--- config.mk ---
export PLATFORM = sky130hd
export DESIGN_NAME = io_putc_arbiter
export DESIGN_NICKNAME = d
export VERILOG_FILES = /design/src/rtl/io_putc_arbiter_pkg.sv /design/src/rtl/io_putc_arbiter_rr_pick.sv /design/src/rtl/io_putc_arbiter.sv
export SDC_FILE = /design/constraint.sdc
export NUM_CORES = 1
export LEC_CHECK = 0
export ABC_CLOCK_PERIOD_IN_PS = 10200
export BUFFER_PORTS_ARGS = -buffer_cell sky130_fd_sc_hd__buf_2
export CAP_MARGIN = 10
export CORE_ASPECT_RATIO = 0.7
export CORE_MARGIN = 10
export CORE_UTILIZATION = 40
export DETAILED_ROUTE_END_ITERATION = 10
export HOLD_SLACK_MARGIN = 0.05
export PLACE_DENSITY = 0.66
export SLEW_MARGIN = 5
export SYNTH_ARGS = -nofsm -noshare
export SYNTH_HDL_FRONTEND = slang
export SYNTH_HIERARCHICAL = 1
export SYNTH_SLANG_ARGS = --single-unit
--- constraint.sdc ---
create_clock -name clk -period 10.2 [get_ports clk]
set_clock_uncertainty 0.2 [all_clocks]
set_input_delay 2.55 -clock clk [delete_from_list [all_inputs] [get_ports clk]]
set_output_delay 2.55 -clock clk [all_outputs]
set_load 0.01 [all_outputs]
--- src/rtl/io_putc_arbiter_pkg.sv ---
// Shared types and defaults for the dev_io putc arbiter.
package io_pkg;
  localparam int DEF_CHAR_W = 8;
  localparam int DEF_N_REQ  = 4;

  typedef enum logic [1:0] {
    IDLE,
    GRANT,
    BUBBLE
  } state_t;
endpackage

--- src/rtl/io_putc_arbiter_rr_pick.sv ---
// Combinational round-robin selector: first set bit of req searching upward
// from ptr+1, wrapping N-1 -> 0.
module rr_pick #(
  parameter int N  = 4,
  parameter int IW = (N > 1) ? $clog2(N) : 1
) (
  input  logic [N-1:0]  req,
  input  logic [IW-1:0] ptr,
  output logic [N-1:0]  onehot,
  output logic [IW-1:0] idx,
  output logic          any
);

  int j;

  // NOTE: every output gets a default before the loop so no path leaves a
  // value unassigned, which would otherwise infer a latch.
  always_comb begin
    onehot = '0;
    idx    = '0;
    any    = 1'b0;
    j      = 0;
    for (int k = 1; k <= N; k++) begin
      j = int'(ptr) + k;
      if (j >= N) j = j - N;
      if (!any && req[j]) begin
        any       = 1'b1;
        onehot[j] = 1'b1;
        idx       = IW'(j);
      end
    end
  end

endmodule

--- src/rtl/io_putc_arbiter.sv ---
// Round-robin arbiter with string lock that shares the single dev_io putc
// port between N_REQ character producers.
module io_putc_arbiter
  import io_pkg::*;
#(
  parameter int N_REQ  = DEF_N_REQ,
  parameter int CHAR_W = DEF_CHAR_W
) (
  input  logic                    clk,
  input  logic                    rst,
  input  logic [N_REQ-1:0]        req_valid,
  input  logic [N_REQ-1:0]        req_lock,
  input  logic [N_REQ*CHAR_W-1:0] req_char,
  output logic [N_REQ-1:0]        req_ack,
  output logic [N_REQ-1:0]        grant,
  input  logic                    outbuf_full,
  output logic                    putc_push,
  output logic [CHAR_W-1:0]       putc_char
);

  localparam int IW = $clog2(N_REQ);

  state_t            state, state_n;
  logic [IW-1:0]     owner, owner_n;
  logic [IW-1:0]     ptr, ptr_n;
  logic [N_REQ-1:0]  grant_n;
  logic              push_n;
  logic [CHAR_W-1:0] char_n;

  logic [N_REQ-1:0]  pick_onehot;
  logic [IW-1:0]     pick_idx;
  logic              pick_any;

  logic              owner_valid;
  logic              owner_lock;
  logic [CHAR_W-1:0] owner_char;
  logic              accept;

  rr_pick #(.N(N_REQ), .IW(IW)) u_pick (
    .req    (req_valid),
    .ptr    (ptr),
    .onehot (pick_onehot),
    .idx    (pick_idx),
    .any    (pick_any)
  );

  always_comb begin
    owner_char = '0;
    for (int i = 0; i < N_REQ; i++)
      if (owner == IW'(i)) owner_char = req_char[i*CHAR_W +: CHAR_W];
  end

  assign owner_valid = req_valid[owner];
  assign owner_lock  = req_lock[owner];
  assign accept      = (state == GRANT) && owner_valid && !outbuf_full;
  // grant is the owner's one-hot, so the ack can never reach a non-owner.
  assign req_ack     = accept ? grant : '0;

  always_comb begin
    state_n = state;
    owner_n = owner;
    ptr_n   = ptr;
    grant_n = grant;
    push_n  = 1'b0;
    char_n  = putc_char;
    case (state)
      IDLE: begin
        if (pick_any) begin
          owner_n = pick_idx;
          grant_n = pick_onehot;
          state_n = GRANT;
        end
      end
      GRANT: begin
        if (accept) begin
          push_n  = 1'b1;
          char_n  = owner_char;
          state_n = BUBBLE;
        end else if (!owner_valid && !owner_lock) begin
          grant_n = '0;
          ptr_n   = owner;
          state_n = IDLE;
        end
      end
      BUBBLE: begin
        // One dead cycle so outbuf_full reflects the char just pushed.
        if (owner_lock) begin
          state_n = GRANT;
        end else begin
          grant_n = '0;
          ptr_n   = owner;
          state_n = IDLE;
        end
      end
      default: begin
        grant_n = '0;
        state_n = IDLE;
      end
    endcase
  end

  // NOTE: state registers use non-blocking assignments so every flop samples
  // the pre-edge values regardless of statement order.
  always_ff @(posedge clk or posedge rst) begin
    if (rst) begin
      state     <= IDLE;
      owner     <= '0;
      ptr       <= IW'(N_REQ - 1);
      grant     <= '0;
      putc_push <= 1'b0;
      putc_char <= '0;
    end else begin
      state     <= state_n;
      owner     <= owner_n;
      ptr       <= ptr_n;
      grant     <= grant_n;
      putc_push <= push_n;
      putc_char <= char_n;
    end
  end

endmodule
== Word-level counts from Yosys, hierarchy flattened ==
Index checks and enable logic that the tools add are counted.
Widths: inputs -> output; s select.

* Logic and storage cells: 125
* Flip-flop bits (word level): 19
* Input port bits: 43
* Output and inout port bits: 17

* Mux-type cells: 61
* Reduce and logical (&&, ||, !) cells: 24
* $add $sub $neg: 8
* Bitwise gates (word level): 3
* Equality and inequality tests: 10
* Order comparisons: 13

{| class="wikitable"
|+ Operators by type and width
! operator !! count
|-
| $ge 32x1->1 const B || 4
|-
| $ge 32x4->1 const B || 4
|-
| $lt 32x4->1 const B || 4
|-
| $mux 32 || 4
|-
| $sub 32x4->32 const B || 4
|-
| $mux 4 || 9
|-
| $mux 8 || 4
|-
| $mux 1 || 21
|-
| $mux 2 || 10
|-
| $bmux 1 s2 || 6
|-
| $or 4x4->4 || 3
|-
| $pmux 4 s3 || 1
|-
| $logic_and 1x1->1 || 10
|-
| $demux 1 s2 || 4
|-
| $reduce_and 4->1 || 2
|-
| $add 2x2->3 const B || 2
|-
| $eq 2x2->1 const B || 3
|-
| $logic_not 1->1 || 6
|-
| $ne 2x2->1 const B || 3
|-
| $pmux 2 s3 || 1
|-
| $reduce_and 2->1 || 3
|-
| $add 2x3->4 const B || 1
|-
| $eq 2x1->1 const B || 2
|-
| $logic_not 2->1 || 2
|-
| 6 further kinds || 6
|}

== Logic depth before layout (Yosys ltp) ==
Gate-level depths: netlist of run 1.

* Depth after elaboration: 18
* Depth in mapped cells: 13
* Depth with buffers taken out: 10

== By module ==
The synthesis of run 1 kept the hierarchy.

{| class="wikitable"
|+ By module, submodules not included
! module !! seq. area each (um^2) !! cells each !! area each (um^2) !! instances
|-
| io_putc_arbiter || 478.0 || 88 || 1,166.1 || 1
|-
| rr_pick || 0.0 || 80 || 636.9 || 1
|}

== Worst setup path after synthesis of run 1 ==
OpenSTA, ideal clock, no wires.

* Path kind: input -> output
* Start point: input port req_valid[3]
* End point: output port req_ack[0]
* Stages on the path: 4
* Data arrival time: 3,582 ps
* Buffers on the path: 1
* Required time: 7,450 ps
* Path slack: 3,868 ps
* Cells stage by stage: mux4_2 > nor3b_4 > buf_6 > and2_1

* Longest elaborated chain between the ends: 5

{| class="wikitable"
|+ RTL lines
! item !! RTL line !! RTL
|-
| from (decl) || io_putc_arbiter.sv:11 || <nowiki>input logic [N_REQ-1:0] req_valid,</nowiki>
|-
| $bmux 1 s2 || io_putc_arbiter.sv:53 || <nowiki>assign owner_valid = req_valid[owner];</nowiki>
|-
| $mux 1 (not written as such) || io_putc_arbiter.sv:53 ||
|-
| $logic_and 1x1->1 (2 in a row) || io_putc_arbiter.sv:55 || <nowiki>assign accept = (state == GRANT) && owner_valid && !outbuf_full;</nowiki>
|-
| $mux 4 || io_putc_arbiter.sv:57 || <nowiki>assign req_ack = accept ? grant : '0;</nowiki>
|-
| to (decl) || io_putc_arbiter.sv:14 || <nowiki>output logic [N_REQ-1:0] req_ack,</nowiki>
|}

No other way between the ends. The select of a mux whose other input is x is not followed.

== Worst setup path after layout of run 1 ==
* Start point: input port req_valid[3]
* End point: output port req_ack[1]

Same word-level chain as after synthesis.

==> reports/summary.txt, run 1 <==
N_diodes: 0
Remaining Overflow, GRT: 0
Gpl congestion: 0.781
Filler Cells Inserted: 410
Max-cap violation count: 0
DP HPWL: 3740 um
Pre-CTS setup slack: 3.36 ns
Inst Count DP: 269
Placed Area: 2090 um2
Layout Cells excl Fill: 273
Post-synth top area share: 23.6%
Crit Path Category: in2out
Die area: 7640 um2
Top FF cell, synth: dfrtp_1
Vias per cell: 5.68
Tcrit/Tclk final: 67.0%
Iter 0 DRT Violations: 87
Unique cell type count in the Yosys netlist: 46
Async SR Flop Fraction: 100%
Synth Cell Area: 1800 um2
Initial Utilization: 41.4%
Multi-input gate area: 1230 um2
Synth area leader: dfrtp_1
Worst setup EP type: output pin
Setup TNS Final: 0 ns
Nets@finish: 270
Top-count cell post-synth: dfrtp_1
FF-to-FF End: grant[3]
Reg2reg path depth: 10
Tmin final: 6.83 ns
Remaining antenna violation count after routing: 0
Max-slew violations: 0
Unrepaired setup endpoints after global routing: no
Syn Inst Count: 168
I/O Buffers: 59
Final Cell Area: 2140 um2
Io pins: 60
Startpoint class of the critical path: input port
First-pass GRT wire length: 7940 um
Post-CTS Hold Buffers: 0
Global Route Usage Sum: 12.1%
Status: finished clean
Area Overhead vs Synth: 18.6%
Post-CTS Resized: 0
Post-CTS setup buffers: 0
Arrival time at the worst endpoint: 4.08 ns
Seq cells post-synth: 19
Syn_nets: 219
Hold depth: 1
Slew @ Worst Pin: 0.733 ns
Die width: 100 um
PwrDens: 308 nW/um2
H-tree depth: 1
Post-synthesis sequential area ratio: 26.5%
Fmax: 0.146 GHz
Final setup viols: 0
Die span in y: 76.2 um
R2r startpoint: ptr[0]
Largest cells by area after synthesis: dfrtp_1, mux4_2, ha_1
Leak Pwr: 0.000975 uW
Fraction of final layout cells sized beyond drive strength 1: 42.2%
Number of enable flip-flop cells after synthesis: 0
# DRC: 0
Cell Rows: 20
Worst vdd ir: 178 uV
Hold Path Origin: putc_char[1]
CP max FO: 14
Fin. Hold Viols: 0
Initial antenna violation count: 0
Root Buffer: clkbuf_8
Clk_lat worst skew: 0.25 ns
Endpoint, Worst Hold: putc_char[1]
Clock Path Buffers: 2
Clock transition at path regs: 0.07 ns
Final worst slack: 3.37 ns
Clk sinks: 19
TritonCTS Buffers: 3
R2r setup slk: 6.28 ns
Per-cell routed wire length: 17.0 um
Via count: 1552
Max-Slew Margin vs Limit: 51.1%
Synth top cells by count: dfrtp_1, mux4_2, o22ai_1
Largest net degree at the start of global routing: 26
Syn avg cell area: 10.7 um2
Critical Path RT: 7.45 ns
DR pass1 iterations: 4
DRT Wirelength: 4650 um
Reg area: 478 um2
Vias in the first global route: 1570
TritonCTS clock tree: yes
Yosys warns: 6
Hold Crit Class: reg2reg
Core region area: 4350 um2
==> sequential cells by signal, summed over array words and instances (netlist names) <==
register,count
grant,4
owner,2
ptr,2
putc_char,8
putc_push,1
state,2
==> logic make-up (layout without fill, tap and decap cells) <==
logic type | Yosys count | count (layout) | share of synthesized area [%]
fa+ha+maj | 8 | 8 | 5.55
buf+inv | 19 | 69 | 5.41
simple gates | 47 | 47 | 15.3
mux | 34 | 34 | 30.7
compound gates | 41 | 41 | 16.5
flops | 19 | 19 | 26.5
==> per-layer routing <==
layer | wire (um) | global-route usage [%] | part of all wire, %
met5 | 0 | 0 | 0
met4 | 36 | 3.38 | 0.77
met3 | 382 | 3.35 | 8.2
met2 | 2050 | 17.3 | 44
met1 | 2190 | 17.3 | 47
==> worst max-delay path, cell delays in order <==
cell     delay (ns)
buf_2          0.21
mux4_2         0.36
nor3b_4        0.61
and2_1         0.21
buf_2          0.13
==> report_power, final <==
group          leakage (uW)  internal (uW)  switching [uW]
clock             0.0000255           27.1            24.9
sequential         0.000230            115            70.9
combinational      0.000719            222             198
==> cell usage in the layout, fill, tap and decap left out, types with 4 or more instances in the layout <==
master / instances
mux2_2: 7
dfrtp_1: 17
mux2_4: 5
nand2b_1: 7
mux4_2: 13
inv_1: 6
buf_2: 59
nand2_1: 7
mux2i_1: 8
o22ai_1: 11
and2_1: 5
ha_1: 8
nor2b_1: 4
o2bb2ai_1: 4
a211oi_1: 4
nor2_1: 9
==> cell type report <==
cell class                 instances  area share [%]
multi-input combinational        130            57.4
timing repair buffer              59            13.8
clock inverter                     1           0.234
inverter                           6            1.05
sequential                        19            22.4
clock buffer                       3            1.93
tap                               55            3.22
==> stage by stage <==
step	power (uW)	util [%]	hold slack, ns
floorplan	518	-	0.327
global placement	601	48.0	0.285
detailed placement	605	48.0	0.290
CTS	660	49.1	0.307
global route	715	49.1	0.322
finish	658	49.1	0.305
==> worst max-delay path by stage <==
| stage | start | end | slack [ns] | cells after the start |
|---|---|---|---|---|
| CTS | req_valid[3] | req_ack[0] | 3.36 | 5 |
| floorplan | req_valid[3] | req_ack[0] | 3.87 | 4 |
| global placement | req_valid[3] | req_ack[3] | 3.41 | 5 |
| detailed placement | req_valid[3] | req_ack[0] | 3.36 | 5 |
| global route | req_valid[3] | req_ack[3] | 3.21 | 5 |
| finish | req_valid[3] | req_ack[1] | 3.37 | 5 |
(Power assumes the default switching activity.)
==> run 2: changes to the inputs <==
- ABC_CLOCK_PERIOD_IN_PS: 10200 -> 6900
- clock period: 10.2 -> 6.9 ns (I/O delays scaled with it)
==> run 2 against run 1 <==
  * Routed wire length fell by 1.1%
  * Power rose by 48%
  * Non-clock buffer count is the same
  * Worst setup slack lost 1.6 ns
  * Combinational power is 47% higher
  * Critical path type unchanged
  * Global-route usage is 0.29 points lower
  * Register-to-register slack worse by 3.3 ns
  * Largest cell class unchanged
  * Worst hold slack gained 0.00079 ns
  * Via count decreased by 0.13%
  * Clock power is 51% higher
  * Sequential cell count unchanged
  * Cell count unchanged
==> reports/summary.txt, run 2 (same netlist as run 1, synthesis figures left out) <==
Status: finished clean
Iter 0 DRT Violations: 143
Largest net degree at the start of global routing: 26
Via count: 1550
Io pins: 60
Max FFs per register: 8
# DRC: 0
Cell Rows: 20
Remaining antenna violation count after routing: 0
Area Overhead vs Synth: 18.6%
DP HPWL: 3690 um
DR pass1 iterations: 4
Most common cell after layout, fill and taps aside: buf_2
Clock Path Buffers: 2
Commonest non-fill, non-tap cells in the layout: buf_2, dfrtp_1, mux4_2, o22ai_1, nor2_1
Critical Path RT: 4.97 ns
Tcrit/Tclk final: 75.0%
Vias per cell: 5.68
Unrepaired setup endpoints after global routing: no
Vias in the first global route: 1561
Slew @ Worst Pin: 0.776 ns
Post-CTS Resized: 0
Initial Utilization: 41.4%
CP dominant cell by count: buf_2
Setup TNS Final: 0 ns
Nets@finish: 270
H-tree depth: 1
TritonCTS clock tree: yes
Hold Crit Class: reg2reg
First-pass GRT wire length: 7730 um
Pint: 538 uW
Final setup viols: 0
Fmax: 0.193 GHz
Critical Path Slowest Stage Cell: nor3b_4
CP max stage delay: 0.61 ns
Worst setup EP type: output pin
Post-CTS setup buffers: 0
Buf/Inv on CP: 2
N_diodes: 0
Root Buffer: clkbuf_8
Delay-heaviest family, CP: simple AND/OR/NAND/NOR gates
Clock Power Share: 8.1%
Final Cell Area: 2140 um2
Clk sinks: 19
Die width: 100 um
Per-cell routed wire length: 16.9 um
TritonCTS Buffers: 3
Fraction of final layout cells sized beyond drive strength 1: 42.2%
CP max FO: 14
Post-CTS Hold Buffers: 0
Clock transition at path regs: 0.07 ns
Register with the most flip-flops: putc_char
Crit path cell chain: buf_2, mux4_2, nor3b_4, and2_1, buf_2
Tmin final: 5.17 ns
Arrival time at the worst endpoint: 3.25 ns
Fin. Hold Viols: 0
Initial antenna violation count: 0
Placed Area: 2090 um2
Switching fraction of total power: 44.7%
Biggest regs: putc_char: 8 flops, grant: 4 flops
Crit Path Category: in2out
Core region area: 4350 um2
Startpoint class of the critical path: input port
Global Route Usage Sum: 11.9%
Die span in y: 76.2 um
Switching pwr: 434 uW
Clk_lat worst skew: 0.26 ns
I/O Buffers: 59
Max-slew violations: 0
Total Power: 972 uW
Max-cap violation count: 0
PwrDens: 454 nW/um2
Remaining Overflow, GRT: 0
Die area: 7640 um2
Max-Slew Margin vs Limit: 48.3%
Gpl congestion: 0.806
Leak Pwr: 0.000975 uW
Combinational power share: 63.7%
Reg power frac: 28.2%
DRT Wirelength: 4600 um
Worst vdd ir: 259 uV
==> run 2: worst reg2reg max path, stage by stage, from the launching register on <==
cell       delay [ns]
dfstp_2          0.83
inv_1            0.23
ha_1             0.58
mux4_2           0.67
or2_1            0.29
nor3b_1          0.46
o2bb2ai_1        0.19
mux2i_1          0.09
nor2_1           0.08
a31oi_1          0.05
o32ai_1          0.14
==> run 2: area by class of cell <==
| type | instances | area (um2) |
|---|---|---|
| fillers | 422 | 2220 |
| multi-input cells | 130 | 1230 |
| flip-flops and latches | 19 | 478 |
| repair buffers | 59 | 295 |
| well taps | 55 | 68.8 |
| clock buffers | 3 | 41.3 |
| inverters | 6 | 22.5 |
| clock inverters | 1 | 5.00 |
==> run 2: final timing paths <==
check	startpoint	endpoint	slack (ns)	cells past startpoint
setup / recovery	req_valid[3]	req_ack[2]	1.73	5
hold / removal	putc_char[1]	putc_char[1]	0.31	1
setup reg to reg	ptr[0]	grant[3]	2.99	10
hold reg to reg	putc_char[1]	putc_char[1]	0.31	1
max in group asynchronous	rst	owner[0]	4.67	2
min in group asynchronous	rst	grant[1]	1.38	2
==> run 2: layer usage <==
metal | track usage [%] | routed length, um | up-vias
met5 | 0 | 0 | -
met4 | 3.10 | 38 | 0
met3 | 3.62 | 368 | 2
met2 | 16.9 | 2060 | 48
met1 | 16.7 | 2130 | 743
li1 | - | - | 757
==> run 2: metrics by stage <==
stage               setup slack (ns)  hold WS [ns]  utilization [%]  instances
CTS                             1.70         0.312             49.1        273
floorplan                       2.22         0.327                -        168
global route                    1.55         0.330             49.1        273
global placement                1.76         0.287             48.0        269
detailed placement              1.70         0.295             48.0        269
finish                          1.73         0.306             49.1        273
==> run 2: power groups by stage <==
| stage | combinational [uW] | clock [uW] | sequential (uW) |
|---|---|---|---|
| detailed placement | 617 | 0 | 279 |
| global placement | 612 | 0 | 277 |
| finish | 619 | 78.6 | 274 |
| floorplan | 543 | 0 | 222 |
| global route | 681 | 85.8 | 291 |
| CTS | 621 | 80.4 | 276 |
